### src/rtl/pool_note_player.sv
// pool_note_player: reader side of the note pool. Draws a random pool address with an LFSR,
// reads the note index stored there and plays it as a square wave on speaker for a fixed time.
module pool_note_player #(
    parameter int unsigned POOL_DEPTH = 100,
    parameter int unsigned ADDR_W     = 7,
    parameter int unsigned NOTE_W     = 4,
    parameter int unsigned NOTE_TICKS = 12500000,
    parameter logic [15:0] LFSR_SEED  = 16'hACE1
) (
    input  logic              CLOCK_50,
    input  logic              reset,
    input  logic              enable,
    input  logic              pool_ready,
    output logic              pool_rd_en,
    output logic [ADDR_W-1:0] pool_addr,
    input  logic [NOTE_W-1:0] pool_data,
    output logic [NOTE_W-1:0] note_index,
    output logic              note_valid,
    output logic              busy,
    output logic              speaker
);

    localparam int unsigned DUR_W = (NOTE_TICKS > 1) ? $clog2(NOTE_TICKS) : 1;

    localparam logic [1:0] IDLE = 2'd0;
    localparam logic [1:0] DRAW = 2'd1;
    localparam logic [1:0] READ = 2'd2;
    localparam logic [1:0] PLAY = 2'd3;

    logic [1:0]        state;
    logic [15:0]       lfsr;
    logic [15:0]       lfsr_shift;
    logic [15:0]       lfsr_next;
    logic              lfsr_fb;
    logic [ADDR_W-1:0] cand;
    logic              cand_ok;
    logic [16:0]       tone_cnt;
    logic [16:0]       half_period;
    logic [16:0]       hp_lookup;
    logic              rest;
    logic              rest_lookup;
    logic [DUR_W-1:0]  dur_cnt;
    logic              dur_last;
    logic              tone_wrap;

    // Fibonacci LFSR, taps 16,14,13,11; an all-zero state is replaced by the seed.
    assign lfsr_fb    = lfsr[15] ^ lfsr[13] ^ lfsr[12] ^ lfsr[10];
    assign lfsr_shift = {lfsr[14:0], lfsr_fb};
    assign lfsr_next  = (lfsr_shift == 16'h0000) ? LFSR_SEED : lfsr_shift;

    // Rejection sampling: only candidates inside the pool are accepted.
    assign cand    = lfsr[ADDR_W-1:0];
    assign cand_ok = (32'(cand) < POOL_DEPTH);

    assign dur_last  = (dur_cnt == DUR_W'(NOTE_TICKS - 1));
    assign tone_wrap = (tone_cnt == half_period - 17'd1);
    assign busy      = (state != IDLE);

    // Half-period lookup for the note being read; indices past the table are rests.
    always_comb begin
        hp_lookup   = 17'd0;
        rest_lookup = 1'b0;
        case (32'(pool_data))
            0:       hp_lookup = 17'd95556;
            1:       hp_lookup = 17'd90193;
            2:       hp_lookup = 17'd85131;
            3:       hp_lookup = 17'd80353;
            4:       hp_lookup = 17'd75843;
            5:       hp_lookup = 17'd71586;
            6:       hp_lookup = 17'd67569;
            7:       hp_lookup = 17'd63776;
            8:       hp_lookup = 17'd60197;
            9:       hp_lookup = 17'd56818;
            10:      hp_lookup = 17'd53629;
            11:      hp_lookup = 17'd50619;
            12:      hp_lookup = 17'd47778;
            default: rest_lookup = 1'b1;
        endcase
    end

    // Control FSM, LFSR, counters and registered outputs.
    always_ff @(posedge CLOCK_50) begin
        if (reset) begin
            state       <= IDLE;
            lfsr        <= LFSR_SEED;
            pool_rd_en  <= 1'b0;
            pool_addr   <= '0;
            note_index  <= '0;
            note_valid  <= 1'b0;
            speaker     <= 1'b0;
            tone_cnt    <= '0;
            dur_cnt     <= '0;
            half_period <= '0;
            rest        <= 1'b0;
        end else begin
            note_valid <= 1'b0;
            pool_rd_en <= 1'b0;
            case (state)
                IDLE: begin
                    speaker <= 1'b0;
                    if (enable && pool_ready) begin
                        state <= DRAW;
                    end
                end
                DRAW: begin
                    lfsr <= lfsr_next;
                    if (cand_ok) begin
                        pool_addr  <= cand;
                        pool_rd_en <= 1'b1;
                        state      <= READ;
                    end
                end
                READ: begin
                    // First READ cycle is the strobe cycle; pool_data is valid on the second.
                    if (!pool_rd_en) begin
                        note_index  <= pool_data;
                        half_period <= hp_lookup;
                        rest        <= rest_lookup;
                        tone_cnt    <= '0;
                        dur_cnt     <= '0;
                        speaker     <= 1'b0;
                        note_valid  <= 1'b1;
                        state       <= PLAY;
                    end
                end
                PLAY: begin
                    if (dur_last) begin
                        speaker  <= 1'b0;
                        tone_cnt <= '0;
                        dur_cnt  <= '0;
                        state    <= (enable && pool_ready) ? DRAW : IDLE;
                    end else begin
                        dur_cnt <= dur_cnt + DUR_W'(1);
                        if (tone_wrap) begin
                            tone_cnt <= '0;
                            if (!rest) begin
                                speaker <= ~speaker;
                            end
                        end else begin
                            tone_cnt <= tone_cnt + 17'd1;
                        end
                    end
                end
                default: state <= IDLE;
            endcase
        end
    end

endmodule

### config.mk
export PLATFORM = sky130hd
export DESIGN_NAME = pool_note_player
export DESIGN_NICKNAME = d
export VERILOG_FILES = /design/src/rtl/pool_note_player.sv
export SDC_FILE = /design/constraint.sdc
export NUM_CORES = 1
export LEC_CHECK = 0
export ABC_AREA = 1
export CAP_MARGIN = 25
export CORE_MARGIN = 2
export CORE_UTILIZATION = 45
export DETAILED_ROUTE_END_ITERATION = 10
export GPL_TIMING_DRIVEN = 0
export SLEW_MARGIN = 10
export SYNTH_ARGS = -nofsm -noshare
export SYNTH_HDL_FRONTEND = slang
export SYNTH_SLANG_ARGS = --single-unit
### constraint.sdc
create_clock -name CLOCK_50 -period 1.9 [get_ports CLOCK_50]
set_clock_uncertainty 0.05 [all_clocks]
set_input_delay 0.19 -clock CLOCK_50 [delete_from_list [all_inputs] [get_ports CLOCK_50]]
set_output_delay 0.19 -clock CLOCK_50 [all_outputs]
set_load 0.02 [all_outputs]
* Word level (Yosys, flattened, before mapping)
Index checks and enable logic that the tools add are counted.
** Operators by class
- $add $sub $neg :: 3
- Magnitude comparators :: 1
- Equality and inequality tests :: 23
- Muxes and demuxes :: 23
- Bitwise operators :: 7
- Reduce and logical (&&, ||, !) cells :: 15
** Operator list (count)
- 17-bit case mux with 13 select lines :: 1
- 17-bit 2-to-1 mux :: 3
- 24-bit 2-to-1 mux :: 2
- 24-bit case mux with 2 select lines :: 1
- 17-bit case mux with 2 select lines :: 1
- 24-bit by 1-bit adder with 24-bit output (second input constant) :: 1
- 24-bit equality test (second input constant) :: 1
- 4-bit equality test (second input constant) :: 5
- 17-bit by 1-bit adder with 17-bit output (second input constant) :: 1
- 17-bit equality test :: 1
- 17-bit by 1-bit subtractor with 17-bit output (second input constant) :: 1
- 4-bit by 3-bit equality test with 1-bit output (second input constant) :: 4
- 16-bit zero test :: 1
- 16-bit 2-to-1 mux :: 1
- 13-bit OR reduction :: 1
- 4-bit by 2-bit equality test with 1-bit output (second input constant) :: 2
- 1-bit 2-to-1 mux :: 8
- 2-bit 2-to-1 mux :: 4
- 2-bit != test (second input constant) :: 4
- 2-bit case mux with 4 select lines :: 1
- 4-bit AND reduction :: 2
- 7-bit less-than comparator (second input constant) :: 1
- 3-bit != test (second input constant) :: 2
- 2-bit AND reduction :: 3
- other kinds (12) :: 20
** Storage, ports and cells
- Register bits after elaboration :: 91
- Input bits :: 8
- Output and inout bits :: 15
- Logic and storage cells :: 83

* Logic depth before layout (Yosys ltp)
- Depth after elaboration :: 5
- Depth in mapped cells :: 18
- Gate-level depth less buffers :: 17

* Worst setup path after synthesis
OpenSTA, ideal clock, no wires.
- Kind :: register to register
- From :: register state[0]
- To :: register dur_cnt[21]
- Library setup time :: 115 ps
- Arrival :: 1879 ps
- Required time :: 1735 ps
- Slack :: -144 ps
- Stages on the path, launching flop included :: 13
- Path buffers :: 0
- Clock period less this slack :: 2044 ps
- Path through :: dfxtp_1 inv_1 ha_1 nand2_1 o21ai_2 inv_2 nand4_1 nor2_1 inv_1 nor3_1 nand3_1 nand2_1 nor2_1
** On the way
- Cells in the longest elaborated chain, start to end :: 3
- Elaborated cells between the ends (all ways) :: 6
- Classes of those cells :: 3 x eq/ne; 1 x mux; 2 x reduce/logical
** RTL lines
- from (decl) :: RTL line 30 : logic [1:0] state;
- from (signal assigned) :: RTL line 131 : state <= (enable && pool_ready) ? DRAW : IDLE;
- 2-bit equality test :: RTL line 98 : case (state)
- 2-bit != test (no line) or 2-bit nonzero test (tied branches)
- 2-bit AND reduction (no line)
- to (signal assigned) :: RTL line 133 : dur_cnt <= dur_cnt + DUR_W'(1);
- to (decl) :: RTL line 42 : logic [DUR_W-1:0] dur_cnt;
Parallel ways exist; a longest one is shown, timed or not.
A chain may end at the register's enable or synchronous reset.

* Final worst setup path
- From :: register half_period[1]
- To :: register tone_cnt[11]
** On the way
- Cells in the longest elaborated chain, start to end :: 5
** RTL lines
- from (decl) :: RTL line 38 : logic [16:0] half_period;
- from (signal assigned) :: RTL line 117 : half_period <= hp_lookup;
- 17-bit by 1-bit subtractor with 17-bit output :: RTL line 56 : assign tone_wrap = (tone_cnt == half_period - 17'd1);
- 17-bit equality test :: RTL line 56
- 17-bit 2-to-1 mux :: RTL line 134 : if (tone_wrap) begin
- 17-bit 2-to-1 mux :: RTL line 127 : if (dur_last) begin
- 17-bit case mux with 2 select lines :: RTL line 98
- to (signal assigned) :: RTL line 140 : tone_cnt <= tone_cnt + 17'd1;
- to (decl) :: RTL line 37 : logic [16:0] tone_cnt;
No other way between the ends.

==> key figures <==
Outcome
  – Run status: finished with violations
  – Violated checks: negative setup slack

Floorplanning
  – Std-Cell Rows: 38
  – Die Area: 12,100 µm²
  – Core box area: 10,890 µm²
  – Die H: 110.0 µm
  – Initial Utilization: 46.45%
  – Die Wd: ~110 µm
  – IO Pins: 23

Hold path
  – Hold Crit Class: in2reg

Global route
  – Initial antenna violation count: 0
  – GRT Total Usage: between 20% and 30%
  – First-pass GRT wire length: around 22 mm
  – Vias in the first global route: 4,758
  – Largest net degree at the start of global routing: 19
  – Grt total ovfl: 0

Timing
  – Final setup fails: 24
  – Max Fclk: between 0.4 and 0.5 GHz
  – Crit share post-route: 111.2%
  – Worst slew margin: 62.27%
  – Setup ws final: -0.2121 ns
  – Final min period: 2.112 ns
  – Worst Tran Pin Value: roughly 0.56 ns
  – Max Transition Viols Final: 0
  – Fin. Hold Viols: 0
  – Unrepaired setup endpoints after global routing: yes
  – Post-route setup TNS: -3.205 ns

Power
  – Leak: ~2.7 nW
  – Power per Cell Area: 1147 nW/µm²
  – Maximum vdd ir drop: 721.5 µV
  – Total Power: 7.401 mW

Place
  – Placed cell area: 5469 µm²
  – I/O Buffers: 21
  – DPL Wire Length: 9.900 mm
  – Placer Congestion: 0.9438
  – Dpl ws: -0.3845 ns

Clock tree
  – Clock Pin Slew Worst Setup and Hold Paths: 0.11 ns
  – Clock tree buffer depth: 2
  – TritonCTS clock tree: built
  – Hold-fix buffers at CTS: 0
  – Worst skew pair latency: 0.39 ns
  – H-tree depth: 3
  – CTS root buffer: clkbuf_8
  – Clock Sink Count: 91
  – TritonCTS buffer count: 9

Synth
  – Syn Area/Cell: roughly 6.6 µm²
  – Post-Syn Area: 5057 µm²
  – Yosys reg bits: 91
  – Synth Instances: roughly 760
  – Synth unique cells: 40
  – Sequential-to-total area share from yosys stat: 36.02%
  – Syn Nets: between 700 and 800
  – YS warnings: 0

Setup path
  – Startpoint types: flip-flop
  – RR Startpoint: half_period[1]$_SDFFE_PP0P_
  – Critical Path Sink: tone_cnt[11]$_SDFFE_PP0P_
  – Crit path kind: reg2reg
  – Crit path max fanout: 7
  – Crit path capture type: flip-flop
  – Arrival @ worst endpoint: 2.34 ns
  – Crit Reg-Reg Endpoint: tone_cnt[11]$_SDFFE_PP0P_
  – Worst Setup SP: half_period[1]$_SDFFE_PP0P_
  – Reg-to-reg slack, setup: -0.21 ns
  – R2r worst-path depth: 15
  – Worst EP required: between 2 and 2.5 ns

Layout
  – Nets@finish: 853
  – N_diodes: 0
  – Sequential cell area: 1847 µm²
  – Final core utilization: 59.24%
  – Fraction of layout cells with a size suffix above 1: a little over a fifth
  – Most common cell after layout, fill and taps aside: nand2_1
  – Multi-input gate area: 3166 µm²
  – Fillers: 1,014
  – Design area: 6450 µm²
  – Area grow syn2layout: 27.54%
  – Most frequent cells in the layout: 168 x nand2_1, 87 x inv_1, 80 x nor2_1, 79 x dfxtp_1, 42 x a21oi_1

Route
  – Pre-antenna DRT Iters: 5
  – Number of nets with antenna violations after routing: 0
  – DRC violations left: 0
  – Via count: 5,081
  – Initial drt markers: 250
  – WL per Instance: 14.35 µm
  – Total Wirelength: 14.07 mm
  – Vias/cell: 5.179

Run
  – Max Cap Violations: 0
-- registers in the layout, summed over array words and instances (netlist names) --
register / flops
lfsr: 16
tone_cnt: 17
half_period: 17
dur_cnt: 24
pool_addr: 7
note_valid: 1
pool_rd_en: 1
state: 2
speaker: 1
rest: 1
note_index: 4
-- repair_timing --
action                     in CTS  in global routing
setup endpoints to repair      49                 58
resized for setup              37                 94
buffers inserted               17                 21
gates cloned                    1                  2
pin swaps                      18                 26
-- critical path, stage by stage (launching register included) --
cell	delay (ns)
dfxtp_2	0.35
inv_2	0.08
ha_4	0.16
nand3_4	0.10
nor2_4	0.20
buf_4	0.16
nand3_2	0.08
nand2_2	0.08
nand4_1	0.08
nor2_1	0.12
nand2_2	0.10
nand2_2	0.09
nand2_2	0.06
nand2_4	0.10
buf_8	0.15
nor2_2	0.03
-- worst min path at each step --
| stage | startpoint | end | slack [ns] | depth (start not counted) |
|---|---|---|---|---|
| 2_1_floorplan | pool_data[2] | rest$_SDFFE_PP0P_ | 0.30 | 2 |
| 3_3_place_gp | lfsr[7]$_SDFFE_PP1P_ | lfsr[7]$_SDFFE_PP1P_ | 0.41 | 2 |
| 3_5_place_dp | lfsr[7]$_SDFFE_PP1P_ | lfsr[7]$_SDFFE_PP1P_ | 0.41 | 2 |
| 4_1_cts | reset | tone_cnt[13]$_SDFFE_PP0P_ | 0.25 | 2 |
| 5_1_grt | reset | tone_cnt[13]$_SDFFE_PP0P_ | 0.29 | 2 |
| 6_report | reset | tone_cnt[13]$_SDFFE_PP0P_ | 0.26 | 2 |
-- stage by stage --
stage               hold slack [ns]  std cells
finish                       0.2628        981
global route                 0.2906        981
CTS                          0.2531        959
detailed placement           0.4092        925
global placement             0.4055        925
floorplan                    0.2992        764
-- kinds of logic after synthesis --
group	Yosys count	synth area share (%)
buffers and inverters	114	8.634
AOI/OAI and AO/OA	116	12.82
DFF	91	36.02
and+or+nand+nor	402	34.76
xor gates and xnor gates	32	5.542
adders and majority gates	9	2.227
-- where the power goes --
| part | switching (mW) | leakage (nW) | internal, mW |
|---|---|---|---|
| Sequential | 0.238 | 0.745 | 2.18 |
| Combinational | 2.11 | 1.89 | 1.47 |
| Clock | 0.804 | 0.109 | 0.596 |
-- area by class of cell --
| type | count | share of cell area, % |
|---|---|---|
| Multi-Input combinational cell | 559 | 49.08 |
| Sequential cell | 91 | 28.63 |
| Timing Repair Buffer | 60 | 8.885 |
| Inverter | 99 | 5.955 |
| Tap cell | 140 | 2.716 |
| Clock buffer | 10 | 2.308 |
| Buffer | 15 | 1.339 |
| Clock inverter | 6 | 1.009 |
| Timing Repair inverter | 1 | 0.07759 |
-- cells in the mapped netlist --
| cell | instances | area [µm²] |
|---|---|---|
| nand2_1 | 181 | 679.4 |
| xor2_1 | 23 | 201.4 |
| nand3_4 | 1 | 17.52 |
| or2_2 | 3 | 18.77 |
| clkbuf_1 | 13 | 48.80 |
| nand3b_1 | 3 | 22.52 |
| o2111ai_1 | 1 | 8.760 |
| a41oi_1 | 2 | 17.52 |
| a21oi_1 | 46 | 230.2 |
| nor2_2 | 16 | 100.1 |
| nand4_1 | 20 | 125.1 |
| nor3_1 | 17 | 85.08 |
| nor3b_1 | 1 | 7.510 |
| o22ai_1 | 8 | 50.05 |
| buf_6 | 1 | 11.26 |
| o41ai_1 | 3 | 26.28 |
| nor2_1 | 106 | 397.9 |
| o211ai_1 | 1 | 7.510 |
| nor4_1 | 9 | 56.30 |
| a21oi_2 | 1 | 8.760 |
| buf_2 | 1 | 5.000 |
| o21ai_2 | 1 | 8.760 |
| o211a_1 | 2 | 20.02 |
| and3_1 | 1 | 6.260 |
| ha_1 | 9 | 112.6 |
| o21ai_0 | 43 | 215.2 |
| a211oi_1 | 1 | 7.510 |
| o31ai_1 | 3 | 22.52 |
| clkinv_1 | 1 | 3.750 |
| nor2_4 | 2 | 22.52 |
| o21bai_1 | 1 | 7.510 |
| dfxtp_1 | 91 | 1822 |
| nand3_1 | 35 | 175.2 |
| or2_0 | 1 | 6.260 |
| o21ai_1 | 2 | 10.01 |
| nand2_2 | 6 | 37.54 |
| a21o_1 | 1 | 7.510 |
| inv_1 | 94 | 352.8 |
| inv_2 | 4 | 15.01 |
| xnor2_1 | 9 | 78.83 |
-- routing by layer --
| metal | part of all wire (%) | vias to the layer above | GRT usage, % |
|---|---|---|---|
| li1 | - | 2623 | - |
| met4 | 1.3 | 0 | 7.414 |
| met2 | 50 | 106 | 40.27 |
| met1 | 45 | 2340 | 30.09 |
| met3 | 3.6 | 12 | 4.292 |
| met5 | 0 | - | 0 |
(Power assumes the default switching activity.)
